[src/rtl/uart_avm_ctrl.sv]
// uart_avm_ctrl
//   Bridges a byte-stream TX/RX interface to a UART-style Avalon-MM slave.
//   The controller polls the slave STATUS word. RX_OK is bit 7 and TX_OK is
//   bit 6. It then moves one byte per poll: it reads the RX data word into
//   the RX FIFO, or writes the TX FIFO head to the TX data word. When both
//   directions are ready at once, a round-robin flag alternates between them,
//   starting with RX.
//
// Parameters
//   TX_DEPTH  TX byte FIFO depth (power of 2, >= 2)
//   RX_DEPTH  RX byte FIFO depth (power of 2, >= 2)
//
// Ports
//   avm_clk, avm_rst       clock, synchronous active-high reset
//   avm_address/read/write/writedata   Avalon-MM master request (registered)
//   avm_readdata, avm_waitrequest      Avalon-MM slave response
//   i_tx_data/i_tx_valid/o_tx_ready    TX byte push handshake
//   o_rx_data/o_rx_valid/i_rx_ready    RX byte pop handshake
//   o_busy                 an Avalon transfer is outstanding
//   o_timeout              sticky stall-abort flag (only with the macro below)
//
// Build option
//   UART_AVM_CTRL_TIMEOUT_EN  aborts any transfer that is stalled by
//                             waitrequest for 255 consecutive cycles.
module uart_avm_ctrl #(
   parameter int TX_DEPTH = 4,
   parameter int RX_DEPTH = 4
) (
   input  logic        avm_clk,
   input  logic        avm_rst,
   output logic [4:0]  avm_address,
   output logic        avm_read,
   input  logic [31:0] avm_readdata,
   output logic        avm_write,
   output logic [31:0] avm_writedata,
   input  logic        avm_waitrequest,
   input  logic [7:0]  i_tx_data,
   input  logic        i_tx_valid,
   output logic        o_tx_ready,
   output logic [7:0]  o_rx_data,
   output logic        o_rx_valid,
   input  logic        i_rx_ready,
   output logic        o_busy
`ifdef UART_AVM_CTRL_TIMEOUT_EN
   ,
   output logic        o_timeout
`endif
);

   localparam int TXAW = $clog2(TX_DEPTH);
   localparam int RXAW = $clog2(RX_DEPTH);
   localparam logic [TXAW:0] TX_FULL = (TXAW+1)'(TX_DEPTH);
   localparam logic [RXAW:0] RX_FULL = (RXAW+1)'(RX_DEPTH);
   localparam logic [4:0] ADDR_RX     = 5'd0;
   localparam logic [4:0] ADDR_TX     = 5'd4;
   localparam logic [4:0] ADDR_STATUS = 5'd8;

   typedef enum logic [1:0] {S_IDLE, S_POLL, S_RX_READ, S_TX_WRITE} state_t;

   state_t          r_state;
   logic            r_rr_tx;   // 0: RX wins the next tie, 1: TX wins
   logic            w_abort;

   logic [7:0]      r_tx_mem [TX_DEPTH];
   logic [TXAW-1:0] r_tx_wptr, r_tx_rptr;
   logic [TXAW:0]   r_tx_cnt;
   logic            w_tx_push, w_tx_pop, w_tx_full, w_tx_empty;

   logic [7:0]      r_rx_mem [RX_DEPTH];
   logic [RXAW-1:0] r_rx_wptr, r_rx_rptr;
   logic [RXAW:0]   r_rx_cnt;
   logic            w_rx_push, w_rx_pop, w_rx_full, w_rx_empty;

   logic            w_rx_go, w_tx_go;
   logic            w_unused_rd;

   assign w_unused_rd = ^avm_readdata[31:8];

   assign o_busy = avm_read | avm_write;

   // ---------------- TX FIFO ----------------
   assign w_tx_full  = (r_tx_cnt == TX_FULL);
   assign w_tx_empty = (r_tx_cnt == '0);
   assign o_tx_ready = ~w_tx_full;
   assign w_tx_push  = i_tx_valid & ~w_tx_full;
   assign w_tx_pop   = (r_state == S_TX_WRITE) & avm_write & ~avm_waitrequest;

   always_ff @(posedge avm_clk) begin
      if (w_tx_push) r_tx_mem[r_tx_wptr] <= i_tx_data;
   end

   always_ff @(posedge avm_clk) begin
      if (avm_rst) begin
         r_tx_wptr <= '0;
         r_tx_rptr <= '0;
         r_tx_cnt  <= '0;
      end else begin
         if (w_tx_push) r_tx_wptr <= r_tx_wptr + TXAW'(1);
         if (w_tx_pop)  r_tx_rptr <= r_tx_rptr + TXAW'(1);
         case ({w_tx_push, w_tx_pop})
            2'b10:   r_tx_cnt <= r_tx_cnt + (TXAW+1)'(1);
            2'b01:   r_tx_cnt <= r_tx_cnt - (TXAW+1)'(1);
            default: r_tx_cnt <= r_tx_cnt;
         endcase
      end
   end

   // ---------------- RX FIFO ----------------
   assign w_rx_full  = (r_rx_cnt == RX_FULL);
   assign w_rx_empty = (r_rx_cnt == '0);
   assign o_rx_valid = ~w_rx_empty;
   assign o_rx_data  = r_rx_mem[r_rx_rptr];
   assign w_rx_pop   = ~w_rx_empty & i_rx_ready;
   // Space was confirmed at poll time and only pops happen meanwhile.
   assign w_rx_push  = (r_state == S_RX_READ) & avm_read & ~avm_waitrequest;

   always_ff @(posedge avm_clk) begin
      if (w_rx_push) r_rx_mem[r_rx_wptr] <= avm_readdata[7:0];
   end

   always_ff @(posedge avm_clk) begin
      if (avm_rst) begin
         r_rx_wptr <= '0;
         r_rx_rptr <= '0;
         r_rx_cnt  <= '0;
      end else begin
         if (w_rx_push) r_rx_wptr <= r_rx_wptr + RXAW'(1);
         if (w_rx_pop)  r_rx_rptr <= r_rx_rptr + RXAW'(1);
         case ({w_rx_push, w_rx_pop})
            2'b10:   r_rx_cnt <= r_rx_cnt + (RXAW+1)'(1);
            2'b01:   r_rx_cnt <= r_rx_cnt - (RXAW+1)'(1);
            default: r_rx_cnt <= r_rx_cnt;
         endcase
      end
   end

   // ---------------- optional stall timeout ----------------
`ifdef UART_AVM_CTRL_TIMEOUT_EN
   logic [7:0] r_stall_cnt;

   // The counter holds the number of earlier stalled cycles, so 254 here
   // means this is the 255th consecutive stalled cycle.
   assign w_abort = o_busy & avm_waitrequest & (r_stall_cnt == 8'd254);

   always_ff @(posedge avm_clk) begin
      if (avm_rst) begin
         r_stall_cnt <= '0;
         o_timeout   <= 1'b0;
      end else if (w_abort) begin
         r_stall_cnt <= '0;
         o_timeout   <= 1'b1;
      end else if (o_busy & avm_waitrequest) begin
         r_stall_cnt <= r_stall_cnt + 8'd1;
      end else begin
         r_stall_cnt <= '0;
      end
   end
`else
   assign w_abort = 1'b0;
`endif

   // ---------------- control FSM ----------------
   assign w_rx_go = avm_readdata[7] & ~w_rx_full;
   assign w_tx_go = avm_readdata[6] & ~w_tx_empty;

   // Each transfer state raises its request one cycle after entry and drops
   // it on the completing edge, so a request never spans two states.
   always_ff @(posedge avm_clk) begin
      if (avm_rst) begin
         r_state       <= S_IDLE;
         avm_read      <= 1'b0;
         avm_write     <= 1'b0;
         avm_address   <= '0;
         avm_writedata <= '0;
         r_rr_tx       <= 1'b0;
      end else if (w_abort) begin
         avm_read  <= 1'b0;
         avm_write <= 1'b0;
         r_state   <= S_IDLE;
      end else begin
         case (r_state)
            S_IDLE: begin
               if (~w_rx_full | ~w_tx_empty) r_state <= S_POLL;
            end
            S_POLL: begin
               if (~avm_read) begin
                  avm_read    <= 1'b1;
                  avm_address <= ADDR_STATUS;
               end else if (~avm_waitrequest) begin
                  avm_read <= 1'b0;
                  if (w_rx_go & w_tx_go) begin
                     r_state <= r_rr_tx ? S_TX_WRITE : S_RX_READ;
                     r_rr_tx <= ~r_rr_tx;
                  end else if (w_rx_go) begin
                     r_state <= S_RX_READ;
                  end else if (w_tx_go) begin
                     r_state <= S_TX_WRITE;
                  end else begin
                     r_state <= S_IDLE;
                  end
               end
            end
            S_RX_READ: begin
               if (~avm_read) begin
                  avm_read    <= 1'b1;
                  avm_address <= ADDR_RX;
               end else if (~avm_waitrequest) begin
                  avm_read <= 1'b0;
                  r_state  <= S_IDLE;
               end
            end
            S_TX_WRITE: begin
               if (~avm_write) begin
                  avm_write     <= 1'b1;
                  avm_address   <= ADDR_TX;
                  avm_writedata <= {24'b0, r_tx_mem[r_tx_rptr]};
               end else if (~avm_waitrequest) begin
                  avm_write <= 1'b0;
                  r_state   <= S_IDLE;
               end
            end
            default: r_state <= S_IDLE;
         endcase
      end
   end

endmodule

[config.mk]
export PLATFORM = sky130hd
export DESIGN_NAME = uart_avm_ctrl
export DESIGN_NICKNAME = d
export VERILOG_FILES = /design/src/rtl/uart_avm_ctrl.sv
export SDC_FILE = /design/constraint.sdc
export NUM_CORES = 1
export LEC_CHECK = 0
export ABC_AREA = 0
export BUFFER_PORTS_ARGS = -buffer_cell sky130_fd_sc_hd__buf_2
export CAP_MARGIN = 20
export CORE_MARGIN = 4
export CORE_UTILIZATION = 30
export CTS_CLUSTER_DIAMETER = 40
export DETAILED_ROUTE_END_ITERATION = 6
export HOLD_SLACK_MARGIN = 0.03
export PLACE_DENSITY = 0.5
export SLEW_MARGIN = 10
export SYNTH_ARGS = -nofsm -noshare
export SYNTH_HDL_FRONTEND = slang
export SYNTH_SLANG_ARGS = --single-unit
[constraint.sdc]
create_clock -name avm_clk -period 2.5 [get_ports avm_clk]
set_input_delay 0.5 -clock avm_clk [delete_from_list [all_inputs] [get_ports avm_clk]]
set_output_delay 0.5 -clock avm_clk [all_outputs]
set_load 0.02 [all_outputs]
After elaboration in Yosys (flattened, before gate mapping). Memories as Yosys holds them, arrays and structs flattened. A register that Yosys moved wholly into a read port is not among the register bits. Index checks and enable logic that the tools add are counted. W data, S select, Z words.

Bits in registers: 24. Memory bits (writable): 64. Input bits: 45. Output and inout bits: 50. Logic and storage cells: 93. Memories: 2.

Add/subtract/negate cells: 8. Eq/ne operators: 17. Muxes and demuxes: 26. Bitwise operators: 18. Reductions and logical operators: 11.

Memory list: r_rx_mem (words 4, bits a word 8, rd ports 1, clocked after memory_dff 1, write ports 1, RTL line 69) `logic [7:0] r_rx_mem [RX_DEPTH];`; r_tx_mem (words 4, bits a word 8, rd ports 1, clocked after memory_dff 1, write ports 1, RTL line 64) `logic [7:0] r_tx_mem [TX_DEPTH];`.

Operators by type and width (count): $mux W2 (11); $ne A2 B2 Y1 const B (8); $mux W5 (3); $pmux W5 S3 (1); $pmux W3 S2 (2); $and A1 B1 Y1 (9); $add A2 B1 Y2 const B (4); $eq A2 B2 Y1 const B (4); $mux W1 (8); $pmux W2 S4 (1); $reduce_and A4 Y1 (2); $not A1 Y1 (7); $add A3 B1 Y3 const B (2); $eq A2 B1 Y1 const B (3); $eq A3 B3 Y1 const B (2); $logic_not A3 Y1 (2); $sub A3 B1 Y3 const B (2); $reduce_and A5 Y1 (1); $reduce_bool A2 Y1 (2); $reduce_bool A3 Y1 (1); $logic_not A2 Y1 (1); $or A1 B1 Y1 (2); $reduce_and A2 Y1 (1); $reduce_or A2 Y1 (1).

Logic depth before layout (Yosys ltp). Gate-level depths: netlist of the first run.

Depth after elaboration: 9. Depth in mapped cells: 10. Depth with buffers taken out: 9.

Worst setup path after synthesis of the first run. No wires, ideal clock.

Path type: reg-to-reg. From: register r_tx_cnt[2]. To: register r_tx_cnt[2]. Setup time: 0.071 ns. Arrival time: 2.270 ns. Required time: 2.429 ns. Path slack: 0.159 ns. Stages on the path, launching flop included: 10. Buffers on the path: 0. Period minus slack after synthesis: 2.341 ns. Cell sequence: dfxtp_1 > or3b_4 > and2_4 > clkinv_4 > ha_1 > inv_1 > fa_1 > xor2_1 > or3_2 > a21oi_1.

Cells in the longest elaborated chain, start to end: 5. Elaborated cells between the ends (all ways): 9. Those cells by class: 2 x add/sub; 3 x eq/ne; 1 x mux; 2 x bitwise; 1 x reduce/logical.

RTL lines: start: declaration (RTL line 66) `logic [TXAW:0] r_tx_cnt;`; start signal: assignment (RTL line 101) `2'b10: r_tx_cnt <= r_tx_cnt + (TXAW+1)'(1);`; start signal: assignment (RTL line 102) `2'b01: r_tx_cnt <= r_tx_cnt - (TXAW+1)'(1);`; start signal: assignment (RTL line 103) `default: r_tx_cnt <= r_tx_cnt;`; $eq A3 B3 Y1 (*) (RTL line 82) `assign w_tx_full = (r_tx_cnt == TX_FULL);`; $not A1 Y1 (*); via o_tx_ready (RTL line 39) `output logic o_tx_ready,`; $and A1 B1 Y1 (*) (RTL line 85) `assign w_tx_push = i_tx_valid & ~w_tx_full;`; $eq A2 B1 Y1 or $eq A2 B2 Y1 (tied branches) (RTL line 100) `case ({w_tx_push, w_tx_pop})`; $pmux W3 S2 or $reduce_bool A2 Y1 (tied branches).

Mark *: on every way through the listed nets, which the timed path passes. The rest lies on a longest branch. A chain may end at the register's enable or synchronous reset.

Final worst setup path of the first run.
From: register r_tx_cnt[0]. To: register r_tx_cnt[2].

Cells in the longest elaborated chain, start to end: 5. Elaborated cells between the ends (all ways): 9. Those cells by class: 2 x add/sub; 3 x eq/ne; 1 x mux; 2 x bitwise; 1 x reduce/logical.

RTL lines (RTL line): $eq A3 B3 Y1 (82); $not A1 Y1 (85); $and A1 B1 Y1 (85); $eq A2 B1 Y1 or $eq A2 B2 Y1 (tied branches) (100); $pmux W3 S2 or $reduce_bool A2 Y1 (tied branches).

Parallel ways exist; a longest one is shown, timed or not.

==> flow_summary.ini, run 1 <==
[yosys]
ys_seq_area_frac = 0.615
ys_ff_latch = 95
synth_area_um2 = 4130
synthCells = 297
ys_dominant_reg_cell = edfxtp_1
synth_top_area_cell = edfxtp_1
synth.distinct_cells = 48
yosys-top-cells-area = edfxtp_1 46%, dfxtp_1 15%, mux4_2 8.7%
synthArstFlopShare = 0
synth_top_cell_area_share = 0.465
yosysWarnings = 0
synth_edf_count = 64
syn_avg_cell_area_um2 = 13.9

[pwr]
p_sw_mw = 0.893
power.share.sequential = 0.486
combPwrFrac = 0.119
p_int_mw = 2.79
power_density_nw_per_um2 = 770
clockPowerShare = 0.394
p_sw_frac = 0.243
vdd_drop_max_mv = 0.403
totalPowerFinal_mw = 3.68
p_leak_nw = 1.78

[route]
first_pass_iters = 4
drt_iter0_markers = 110
drc = 0
vias = 2289
routedWlPerCell_um = 14.2
ant_nets = 0
wl_mm = 7.49
drt-vias-per-instance = 4.35

[final_layout]
area_growth_pct = 15.6
layout_common_cells = 64 x edfxtp_1, 43 x buf_2, 30 x dfxtp_1
final_net_count = 408
final_common_cell = edfxtp_1
drive_above_1_share = 0.277
num_antenna_cells = 0

[cts]
numCtsBuffers = 9
cts_tree = yes
clk_path_buf_depth = 2
cts.clk_slew.worst_paths_ns = 0.06
cts-root-buf = clkbuf_16
cts_sinks = 95
h-tree-depth = 3
insertion_delay_ns = 0.34
holdBufCountCts = 0

[sta]
fin_ws_ns = 0.120
skew_ns = 0.00701
rsz0062_at_grt = false
fin_crit_ns = 2.38
tightest_slew_ns = 0.659
fin_tns_setup_ns = 0
final_max_slew_viol_count = 0
timing.fmax_mhz = 420
finalCritPeriodShare = 0.952
slew_headroom = 0.560
finalHoldViolCount = 0
finalSetupViolCount = 0

[place]
gp_congestion = 0.679
post-dp-hpwl_mm = 5.30
place_ws_ns = 0.0877
io_buffers = 43

[floorplanning]
die_h_um = 125
dieWidth_um = 125
core_um2 = 13300
dieArea_um2 = 15700
rows = 42
ios = 95
start_util = 0.310

[grt]
gr-usage-all-layers = 0.0974
gr-total-overflow = 0
grt_antenna_before_repair = 0
grt_pass1_vias = 2303
grt_pass1_wl_mm = 12.0
grt_start_max_net_pins = 21

[setup_path]
start_kind = flop
slowest_stage = or3b_4
path_delay_family = simple AND/OR/NAND/NOR gates
r2r_setup_slack_ns = 0.12
path_cells = or3b_4, and2_4, clkinv_4, ha_1, inv_1, fa_1, xor2_1, or3_2, a21oi_1
crit_required_ns = 2.77
cp_num_buf_inv = 2
end_kind = flop
path_class = reg2reg
critPathArrivalTime_ns = 2.65
cpPeakStageDelay_ns = 0.44
cp_max_fo = 6

[run_status]
outcome = completed

[job]
cap_violations = 0

[min_path]
min-delay-path-class = in2reg
## timing repair
item / 4_1_cts / 5_1_grt
setup buffers: 0 / 0
endpoints found under the hold margin: 0 / 0
resized for setup: 0 / 1
setup endpoints to repair: 0 / 1
## state kept, by name (all words and copies together) (netlist names), named ones only
name           count
r_rx_mem          32
r_tx_mem          32
avm_writedata      8
r_rx_cnt           3
r_tx_cnt           3
avm_address        2
r_rx_rptr          2
r_rx_wptr          2
r_state            2
r_tx_rptr          2
r_tx_wptr          2
avm_read           1
avm_write          1
r_rr_tx            1
## power groups by stage
stage / clock network (mW) / registers, mW / logic, mW
2_1_floorplan: 0 / 1.83 / 0.329
3_3_place_gp: 0 / 1.82 / 0.439
3_5_place_dp: 0 / 1.83 / 0.446
4_1_cts: 1.50 / 1.79 / 0.447
5_1_grt: 1.56 / 1.80 / 0.487
6_report: 1.45 / 1.79 / 0.440
## worst paths after layout
path                          from                to  cells past startpoint
hold / removal        i_tx_data[4]    r_tx_mem[3][4]                      1
setup / recovery       r_tx_cnt[0]       r_tx_cnt[2]                      9
setup reg to reg       r_tx_cnt[0]       r_tx_cnt[2]                      9
hold reg to reg   avm_writedata[1]  avm_writedata[1]                      2
## per-layer routing
metal	share of wire	GRT usage	up-vias
met1	0.42	0.112	1124
met4	0.011	0.0287	0
met5	0	0	-
li1	-	-	1103
met2	0.51	0.169	53
met3	0.059	0.0380	9
## worst reg2reg max path, delay by kind of cell (launching register included)
family	cells	cell delay [ns]
simple gates	3	1.04
fa+ha+maj	2	0.53
flops	1	0.35
xor+xnor	1	0.15
compound gates	1	0.14
buf+inv	2	0.11
## per-stage QoR
stage / hold slack, ns / std cells / utilization / cell area, um2
6_report: 0.375 / 526 / 0.358 / 4780
3_5_place_dp: 0.450 / 510 / 0.334 / 4460
4_1_cts: 0.365 / 526 / 0.358 / 4780
2_1_floorplan: 0.469 / 323 / - / 4230
3_3_place_gp: 0.442 / 510 / 0.334 / 4460
5_1_grt: 0.370 / 526 / 0.358 / 4780
## layout make-up
type | count | area [um2]
clock inverter | 7 | 93.8
sequential | 95 | 2540
inverter | 15 | 61.3
clock buffer | 9 | 225
timing repair buffer | 49 | 260
multi-input combinational | 175 | 1380
tap | 176 | 220
fill | 1306 | 8570
## synth_stat cells, types with 3 or more instances
| cell | count |
|---|---|
| a21oi_1 | 15 |
| and3_1 | 4 |
| and3_2 | 4 |
| buf_1 | 4 |
| buf_2 | 3 |
| buf_4 | 28 |
| clkbuf_1 | 3 |
| dfxtp_1 | 31 |
| edfxtp_1 | 64 |
| ha_1 | 16 |
| inv_1 | 14 |
| mux4_2 | 16 |
| nand2_1 | 23 |
| nor2_1 | 20 |
| nor3_1 | 3 |
| o21ai_0 | 3 |
| or3_1 | 3 |
| xnor2_1 | 4 |
| xor2_1 | 7 |
## logic make-up (layout without fill, tap and decap cells)
family,Yosys count,after routing,share of synthesized area
DFF,95,95,0.615
and+or+nand+nor,75,75,0.0929
buffers and inverters,53,80,0.0757
AOI/OAI and AO/OA,27,27,0.0445
adders and majority gates,18,18,0.0581
muxes,17,17,0.0896
xor gates and xnor gates,11,11,0.0233
other,1,27,0.000907
Note: power is estimated with default switching activity, not from simulation.
==> inputs of run 2 (changes only) <==
CORE_ASPECT_RATIO = 1.5   (was unset)
CORE_UTILIZATION = 54   (was 30)
PLACE_DENSITY = 0.8   (was 0.5)
==> flow_summary.ini, run 2 (synthesis results as in run 1) <==
[run_status]
outcome = completed

[floorplanning]
core_um2 = 7370
dieArea_um2 = 9150
die_h_um = 115
dieWidth_um = 79.4
rows = 38
start_util = 0.561
ios = 95

[grt]
use_met2 = 0.289
gr-usage-all-layers = 0.163
grt_start_max_net_pins = 32
grtUsageMet1 = 0.178
grt_antenna_before_repair = 0
gr-total-overflow = 0
grt_pass1_wl_mm = 11.2
top_usage_layer = met2
grt_pass1_vias = 2310
gr-usage-met3 = 0.0509

[route]
drc = 0
drt_iter0_markers = 110
first_pass_iters = 4
vias = 2300
wl_mm = 6.75
routedWlPerCell_um = 15.0
ant_nets = 0
drt-vias-per-instance = 5.12

[sta]
fin_tns_setup_ns = 0
skew_ns = 0.0113
finalHoldViolCount = 0
final_max_slew_viol_count = 0
timing.fmax_mhz = 414
finalSetupViolCount = 0
fin_ws_ns = 0.0835
tightest_slew_ns = 0.635
finalCritPeriodShare = 0.967
slew_headroom = 0.576
fin_crit_ns = 2.42
rsz0062_at_grt = false

[final_layout]
top_regs = r_rx_mem x32, r_tx_mem x32, avm_writedata x8
final_common_cell = edfxtp_1
num_antenna_cells = 0
drive_above_1_share = 0.281
fin_util = 0.617
area_growth_pct = 9.93
layout_common_cells = 64 x edfxtp_1, 43 x buf_2, 29 x dfxtp_1
fill_cells = 559
final_net_count = 407

[job]
cap_violations = 0

[pwr]
p_int_mw = 2.29
power.share.sequential = 0.566
vdd_drop_max_mv = 0.460
clockPowerShare = 0.292
p_sw_frac = 0.275
power_density_nw_per_um2 = 695
p_sw_mw = 0.868
p_leak_nw = 1.70
combPwrFrac = 0.141

[setup_path]
path_cells = or3b_4, and2_4, clkinv_4, ha_1, inv_1, fa_1, xor2_1, or3_2, a21oi_2
setup.worst_path.start = r_tx_cnt[1]
cpPeakStageDelay_ns = 0.42
path_class = reg2reg
critPathArrivalTime_ns = 2.71
end_kind = flop
r2r-start = r_tx_cnt[1]
cp_max_fo = 6
slowest_stage = or3b_4
start_kind = flop
crit_required_ns = 2.79

[place]
place_ws_ns = 0.0682
io_buffers = 43
gp_congestion = 0.766
post-dp-hpwl_mm = 4.87

[cts]
numCtsBuffers = 9
h-tree-depth = 3
cts_tree = yes
cts-root-buf = clkbuf_8
cts.clk_slew.worst_paths_ns = 0.09
cts_sinks = 95
insertion_delay_ns = 0.36
clk_path_buf_depth = 2

[min_path]
min-delay-path-class = in2reg
worstHoldStart = i_tx_data[0]
run 2: power by group through the flow:
stage	registers (mW)	clock network, mW	logic (mW)
2_1_floorplan	1.83	0	0.329
3_3_place_gp	1.82	0	0.432
3_5_place_dp	1.82	0	0.444
4_1_cts	1.79	0.931	0.450
5_1_grt	1.80	1.01	0.497
6_report	1.79	0.923	0.446
run 2: path summary, 6_finish.rpt:
kind / depth (start not counted) / end / slack, ns
setup / recovery: 9 / r_tx_cnt[2] / 0.08
hold / removal: 1 / r_tx_mem[2][0] / 0.35
setup reg to reg: 9 / r_tx_cnt[2] / 0.08
hold reg to reg: 2 / avm_writedata[3] / 0.46
run 2: critical path: cells and delay by family (launching register included):
kind	cells	cell delay, ns
fa+ha+maj	2	0.55
buf+inv	2	0.10
xor+xnor	1	0.16
flops	1	0.37
compound gates	1	0.13
simple gates	3	1.04
run 2: repair_timing:
item | CTS | global route
endpoints found under the setup margin | 0 | 1
resized for setup | 0 | 3
hold buffers | 0 | 0
buffers inserted | 0 | 1
run 2: stage by stage:
stage / area, um2 / power [mW] / hold WS (ns) / cells
6_report: 4540 / 3.16 / 0.347 / 449
3_5_place_dp: 4350 / 2.27 / 0.451 / 432
3_3_place_gp: 4350 / 2.25 / 0.442 / 432
5_1_grt: 4540 / 3.31 / 0.336 / 449
4_1_cts: 4530 / 3.17 / 0.333 / 448
2_1_floorplan: 4230 / 2.16 / 0.469 / 323
run 2: layout make-up:
type | count | area [um2] | area share
Clock buffer | 10 | 128 | 0.0281
Clock inverter | 6 | 52.6 | 0.0116
Inverter | 15 | 61.3 | 0.0135
Multi-Input combinational cell | 175 | 1380 | 0.304
Sequential cell | 95 | 2540 | 0.560
Tap cell | 100 | 125 | 0.0275
Timing Repair Buffer | 48 | 253 | 0.0556
run 2: layer usage:
layer	share of wire	wire length [um]	vias up
met2	0.54	3630	64
met5	0	0	-
met3	0.058	389	15
met1	0.38	2580	1120
li1	-	-	1101
met4	0.023	153	0
